### config.mk
export PLATFORM = sky130hd
export DESIGN_NAME = ysyx_25030085_mc_core
export DESIGN_NICKNAME = d
export VERILOG_FILES = /design/src/rtl/ysyx_25030085_mc_core.sv
export SDC_FILE = /design/constraint.sdc
export NUM_CORES = 2
export LEC_CHECK = 0
export CAP_MARGIN = 20
export CORE_ASPECT_RATIO = 1.75
export CORE_UTILIZATION = 58
export CTS_BUF_LIST = sky130_fd_sc_hd__clkbuf_2 sky130_fd_sc_hd__clkbuf_4 sky130_fd_sc_hd__clkbuf_8
export DETAILED_ROUTE_END_ITERATION = 10
export HOLD_SLACK_MARGIN = 0.02
export PLACE_DENSITY = 0.81
export SETUP_SLACK_MARGIN = 0.3
export SLEW_MARGIN = 40
export SYNTH_ARGS = -nofsm -noshare
export SYNTH_HDL_FRONTEND = slang
export SYNTH_SLANG_ARGS = --single-unit
### constraint.sdc
create_clock -name clk -period 23.4 [get_ports clk]
set_input_delay 4.68 -clock clk [delete_from_list [all_inputs] [get_ports clk]]
set_output_delay 4.68 -clock clk [all_outputs]
set_load 0.05 [all_outputs]
### src/rtl/ysyx_25030085_mc_core.sv
// Multi-cycle RV32I/E subset core: FETCH -> WAIT -> EXEC per instruction.
// Supports addi/add/sub/lui/auipc/jal/jalr/ebreak; anything else halts as illegal.
module ysyx_25030085_mc_core #(
   parameter logic [31:0] RESET_PC = 32'h8000_0000,
   parameter int          NR_REGS  = 16
) (
   input  logic        clk,
   input  logic        rst,
   output logic        ifu_req_valid,
   input  logic        ifu_req_ready,
   output logic [31:0] ifu_req_addr,
   input  logic        ifu_rsp_valid,
   input  logic [31:0] ifu_rsp_inst,
   output logic [31:0] pc_out,
   output logic        commit_valid,
   output logic [31:0] commit_pc,
   output logic [4:0]  commit_rd,
   output logic [31:0] commit_wdata,
   output logic        halt,
   output logic        illegal
);

   localparam int AW = $clog2(NR_REGS);
   localparam logic [5:0] NR = 6'(NR_REGS);

   typedef enum logic [2:0] {
      S_IDLE, S_FETCH, S_WAIT, S_EXEC, S_HALT
   } state_t;

   state_t      r_state, w_next;
   logic [31:0] r_pc, r_ir;
   logic [31:0] r_gpr [NR_REGS];
   logic        r_illegal;

   logic [6:0]  w_op, w_f7;
   logic [4:0]  w_rd, w_rs1, w_rs2;
   logic [2:0]  w_f3;
   logic [31:0] w_imm_i, w_imm_u, w_imm_j;
   logic        w_addi, w_add, w_sub, w_lui, w_auipc;
   logic        w_jal, w_jalr, w_ebreak;
   logic        w_use_rs1, w_use_rs2, w_badreg, w_legal, w_wen;
   logic [31:0] w_a, w_b, w_res, w_npc;

   assign w_op  = r_ir[6:0];
   assign w_rd  = r_ir[11:7];
   assign w_f3  = r_ir[14:12];
   assign w_rs1 = r_ir[19:15];
   assign w_rs2 = r_ir[24:20];
   assign w_f7  = r_ir[31:25];

   assign w_imm_i = {{20{r_ir[31]}}, r_ir[31:20]};
   assign w_imm_u = {r_ir[31:12], 12'b0};
   assign w_imm_j = {{12{r_ir[31]}}, r_ir[19:12],
                     r_ir[20], r_ir[30:21], 1'b0};

   assign w_addi   = (w_op == 7'h13) && (w_f3 == 3'd0);
   assign w_add    = (w_op == 7'h33) && (w_f3 == 3'd0)
                     && (w_f7 == 7'h00);
   assign w_sub    = (w_op == 7'h33) && (w_f3 == 3'd0)
                     && (w_f7 == 7'h20);
   assign w_lui    = (w_op == 7'h37);
   assign w_auipc  = (w_op == 7'h17);
   assign w_jal    = (w_op == 7'h6f);
   assign w_jalr   = (w_op == 7'h67) && (w_f3 == 3'd0);
   assign w_ebreak = (r_ir == 32'h0010_0073);

   // Register-index range is only checked on fields the instruction uses
   assign w_use_rs1 = w_addi | w_add | w_sub | w_jalr;
   assign w_use_rs2 = w_add | w_sub;
   assign w_badreg  = (!w_ebreak && ({1'b0, w_rd} >= NR))
                    | (w_use_rs1 && ({1'b0, w_rs1} >= NR))
                    | (w_use_rs2 && ({1'b0, w_rs2} >= NR));
   assign w_legal   = (w_addi | w_add | w_sub | w_lui | w_auipc
                     | w_jal | w_jalr | w_ebreak) && !w_badreg;
   assign w_wen     = w_legal && !w_ebreak && (w_rd != 5'd0);

   // x0 is never written, so its slot always reads zero
   assign w_a = r_gpr[w_rs1[AW-1:0]];
   assign w_b = r_gpr[w_rs2[AW-1:0]];

   always_comb begin
      w_res = '0;
      w_npc = r_pc + 32'd4;
      unique case (1'b1)
         w_addi:  w_res = w_a + w_imm_i;
         w_add:   w_res = w_a + w_b;
         w_sub:   w_res = w_a - w_b;
         w_lui:   w_res = w_imm_u;
         w_auipc: w_res = r_pc + w_imm_u;
         w_jal: begin
            w_res = r_pc + 32'd4;
            w_npc = r_pc + w_imm_j;
         end
         w_jalr: begin
            w_res = r_pc + 32'd4;
            w_npc = (w_a + w_imm_i) & ~32'd1;
         end
         default: w_res = '0;
      endcase
   end

   always_ff @(posedge clk or negedge rst) begin
      if (!rst) r_state <= S_IDLE;
      else      r_state <= w_next;
   end

   always_comb begin
      w_next = r_state;
      unique case (r_state)
         S_IDLE:  w_next = S_FETCH;
         S_FETCH: if (ifu_req_ready) w_next = S_WAIT;
         S_WAIT:  if (ifu_rsp_valid) w_next = S_EXEC;
         S_EXEC:  w_next = (!w_legal || w_ebreak) ? S_HALT
                                                   : S_FETCH;
         S_HALT:  w_next = S_HALT;
         default: w_next = S_IDLE;
      endcase
   end

   always_comb begin
      ifu_req_valid = (r_state == S_FETCH);
      commit_valid  = (r_state == S_EXEC) && w_legal;
      commit_pc     = commit_valid ? r_pc : '0;
      commit_rd     = (commit_valid && w_wen) ? w_rd : '0;
      commit_wdata  = (commit_valid && w_wen) ? w_res : '0;
      halt          = (r_state == S_HALT);
      illegal       = r_illegal;
   end

   assign ifu_req_addr = r_pc;
   assign pc_out       = r_pc;

   always_ff @(posedge clk or negedge rst) begin
      if (!rst) begin
         r_pc      <= RESET_PC;
         r_ir      <= '0;
         r_illegal <= 1'b0;
         for (int i = 0; i < NR_REGS; i++) r_gpr[i] <= '0;
      end else begin
         if (r_state == S_WAIT && ifu_rsp_valid)
            r_ir <= ifu_rsp_inst;
         if (r_state == S_EXEC) begin
            if (!w_legal) begin
               r_illegal <= 1'b1;
            end else begin
               // ebreak leaves PC on itself so the halt point is visible
               if (!w_ebreak) r_pc <= w_npc;
               if (w_wen) r_gpr[w_rd[AW-1:0]] <= w_res;
            end
         end
      end
   end

endmodule

==> results.md <==
* Clock tree buffer depth at 3
* Setup repair bufs after CTS at 0
* Period utilization at 0.581
* Fill cells at 4967
* Final Skew at 42.5 ps
* Die height at 336 um
* All-layer global routing usage at 0.390
* Top FF cell, synth: dfrtp_1
* Critical path's top delay family: simple AND/OR/NAND/NOR gates
* Setup CP Type: flip-flop to primary output
* Crit-path max cell delay at 910 ps
* Number of global-route vias before repair at 32405
* Syn avg cell area at 9.65 sq um
* Setup total negative slack at 0 ps
* Multi-input gate area at 21100 sq um
* Unrepaired setup endpoints after global routing: false
* Clock sinks at 579
* Seq/Total Area, Yosys at 0.392
* Via/cell ratio at 6.94
* Routed length per placed instance at 26.3 um
* Clock Tree Root: clkbuf_8
* Slowest cell on crit path: dfrtp_4
* Layout cells sized above 1 at 0.146
* Critical Path RT at 18720 ps
* Cell variety after synth at 83
* Hpwl dp at 82300 um
* Post-CTS sizing at 0
* Worst setup EP type: primary output
* Most frequent CP cell: nor2_1
* Startpoint Class: flip-flop
* HP Class: flip-flop to flip-flop
* Global-route wire length before repair at 189000 um
* Worst EP arrival at 8920 ps
* Peak Freq at 73.5 MHz
* Final WS setup at 9800 ps
* Max cap viols at 0
* Worst vdd ir at 0.0000614 V
* Area Growth Syn to Fin at 11.2%
* GP Congestion at 1.04
* Minimum clock period at 13600 ps
* CP Buf/Inv Count at 2
* Grt total ovfl at 0
* Die W at 193 um
* Synth Cell Area at 37000 sq um
* DR vias at 32746
* CORE AREA at 63200 sq um
* Final hold vios at 0
* Final Slew Violations at 0
* Failing checks: DRC
* Register area at 14500 sq um
* Routed WL at 124000 um
* Min Hold Slack at 403 ps
* # H-tree levels at 3
* Drt pass-1 iters at 11
* Largest net degree at the start of global routing at 81
* Slew @ Worst Pin at 946 ps
* Synth Instances at 3837
* CTS tree: built
* # IOs at 173
* NumNets Final at 3993
* Pleak at 0.0175 uW
* Power density cells at 109 nW/um^2
* DRT iter0 DRCs at 3762
* Post-synth EDFFs at 0
* Setup Viol. Count Final at 0
* CP max FO at 35
* Slew HR at 0.362
* Initial Util at 0.586
* Skew-Pair Late Insertion Delay at 710 ps
* CTS buffer count at 85
* Post-cts hold buffer count at 0
* Die ar. at 64900 sq um
* Outcome: complete, but fails checks
* CP Cell Sequence: buf_4 -> mux4_2 -> a22o_1 -> a221oi_1 -> or4b_1 -> or3b_1 -> nand2b_1 -> nor2_1 -> a21oi_1 -> xnor2_1 -> ha_1 -> a21o_1 -> a21o_1 -> a21oi_1 -> and3_1 -> nand3_1 -> and4b_1 -> nor2_1 -> xnor2_1 -> a211oi_4 -> nor2_1 -> clkdlybuf4s50_1
* Core Rows at 122
* Post-synthesis register bit count at 579
* Final ANT Viol Nets at 0
* Clk slew on worst S/H paths at 70 ps
* I/O Buffers at 168
* Synth warn at 0
* Initial antenna violation count at 2
* DRC Markers at 58
* Pre-CTS setup slack at 10650 ps
* Ys async rst share at 1.00
## worst reg2reg max path: cells and delay by family (launching register included)
family                     cells  cell delay, ps
AOI/OAI and AO/OA              8            2270
xor gates and xnor gates       2             250
adders and majority gates      1             380
buffers and inverters          1             640
DFF                            1             910
muxes                          1             620
and+or+nand+nor                8            2440
## stage by stage
step / util / power (uW) / instance area, sq um / instances
floorplan: - / 2790 / 37000 / 3840
global placement: 0.619 / 3460 / 39100 / 4562
detailed placement: 0.621 / 3500 / 39300 / 4564
CTS: 0.650 / 4400 / 41100 / 4713
global route: 0.651 / 4650 / 41200 / 4717
finish: 0.651 / 4480 / 41200 / 4718
## layout by cell type, fill, tap and decap left out, types with 10 or more instances in the layout
cell type and count:
nor2b_1 12, a211oi_1 13, clkbuf_4 34, o211ai_1 12, nand2b_1 25, mux2_2 30
and3_1 19, buf_4 97, o21bai_1 19, o22ai_1 20, o31ai_1 10, a222oi_1 10
nand2_1 462, xnor2_1 74, mux4_2 201, o21ai_1 20, ha_1 106, mux2i_1 143
o221ai_1 19, a21oi_1 261, or3_1 15, nor3_1 27, a21o_1 49, o21ai_0 446
clkdlybuf4s50_1 166, a221oi_1 72, inv_1 47, a22oi_1 67, and2_1 40, nor2_1 348
a31oi_1 23, xor2_1 69, nand3_1 28, clkbuf_8 101, nand4_1 19, dfrtp_1 571
o21a_1 24
## final cells by class
class,count,share of cell area
diodes,3,0.000182
clock buffers,135,0.0400
clock inverters,14,0.00450
inverters,48,0.00438
multi-input cells,2857,0.512
flip-flops and latches,579,0.353
well taps,806,0.0245
repair buffers,276,0.0619
## sequential cells by signal, indices dropped and copies added (netlist names)
register and flops:
ifu_req_addr 31, r_ir 32, r_state 3, r_gpr 512, illegal 1
## power by group
part           internal (uW)  switching [uW]  total [uW]
Sequential              1040             149        1190
Clock                    489             417         907
Combinational            868            1510        2380
## cells in the mapped netlist (all sizes together) (6+ instances only)
cell	number	area share
a21boi	6	0.0012
nor2	351	0.036
nor2b	15	0.0025
a211oi	18	0.0038
or3	15	0.0025
buf	94	0.016
nand2	473	0.048
a41oi	6	0.0014
a222oi	10	0.0027
o211ai	12	0.0024
nand3	31	0.0042
a21o	49	0.0099
xnor2	74	0.018
xor2	69	0.016
mux2	30	0.0091
and2	43	0.0073
clkbuf	262	0.027
nand3b	6	0.0012
dfrtp	578	0.39
o21bai	19	0.0039
o31ai	10	0.0020
nor4	8	0.0014
ha	106	0.036
mux2i	143	0.039
or4	6	0.0013
o221ai	19	0.0045
a31oi	32	0.0091
a221oi	82	0.020
inv	48	0.0049
nand2b	26	0.0044
o21a	24	0.0049
and4	9	0.0021
a22oi	67	0.014
nor3b	8	0.0016
nand4	19	0.0032
o22ai	20	0.0034
and3	19	0.0032
a21oi	262	0.036
o21ai	468	0.063
nor3	34	0.0046
mux4	201	0.12
## cells by family after synthesis
kind of cell,Yosys count,share of synthesized area
fa+ha+maj,110,0.0380
buf+inv,404,0.0476
other cells,1,0.000101
mux,374,0.170
compound gates,1145,0.192
flops,579,0.392
simple gates,1081,0.127
xor+xnor,143,0.0338
## per-layer routing
layer / vias up / track usage / share of wire
met1: 15900 / 0.452 / 0.34
li1: 14060 / - / -
met3: 668 / 0.0916 / 0.11
met2: 2118 / 0.619 / 0.47
met5: - / 0 / 0
met4: 0 / 0.301 / 0.089
## final timing paths
check / start / to / slack, ps / depth (start not counted)
max: r_ir[20] / commit_wdata[29] / 9800 / 22
min: r_gpr[480] / r_gpr[480] / 400 / 0
max reg2reg: r_ir[20] / r_gpr[221] / 15750 / 21
min reg2reg: r_gpr[480] / r_gpr[480] / 400 / 0
max in group asynchronous: rst / r_gpr[230] / 16600 / 5
min in group asynchronous: rst / r_gpr[122] / 3940 / 1
Note: power is estimated with default switching activity, not from simulation.
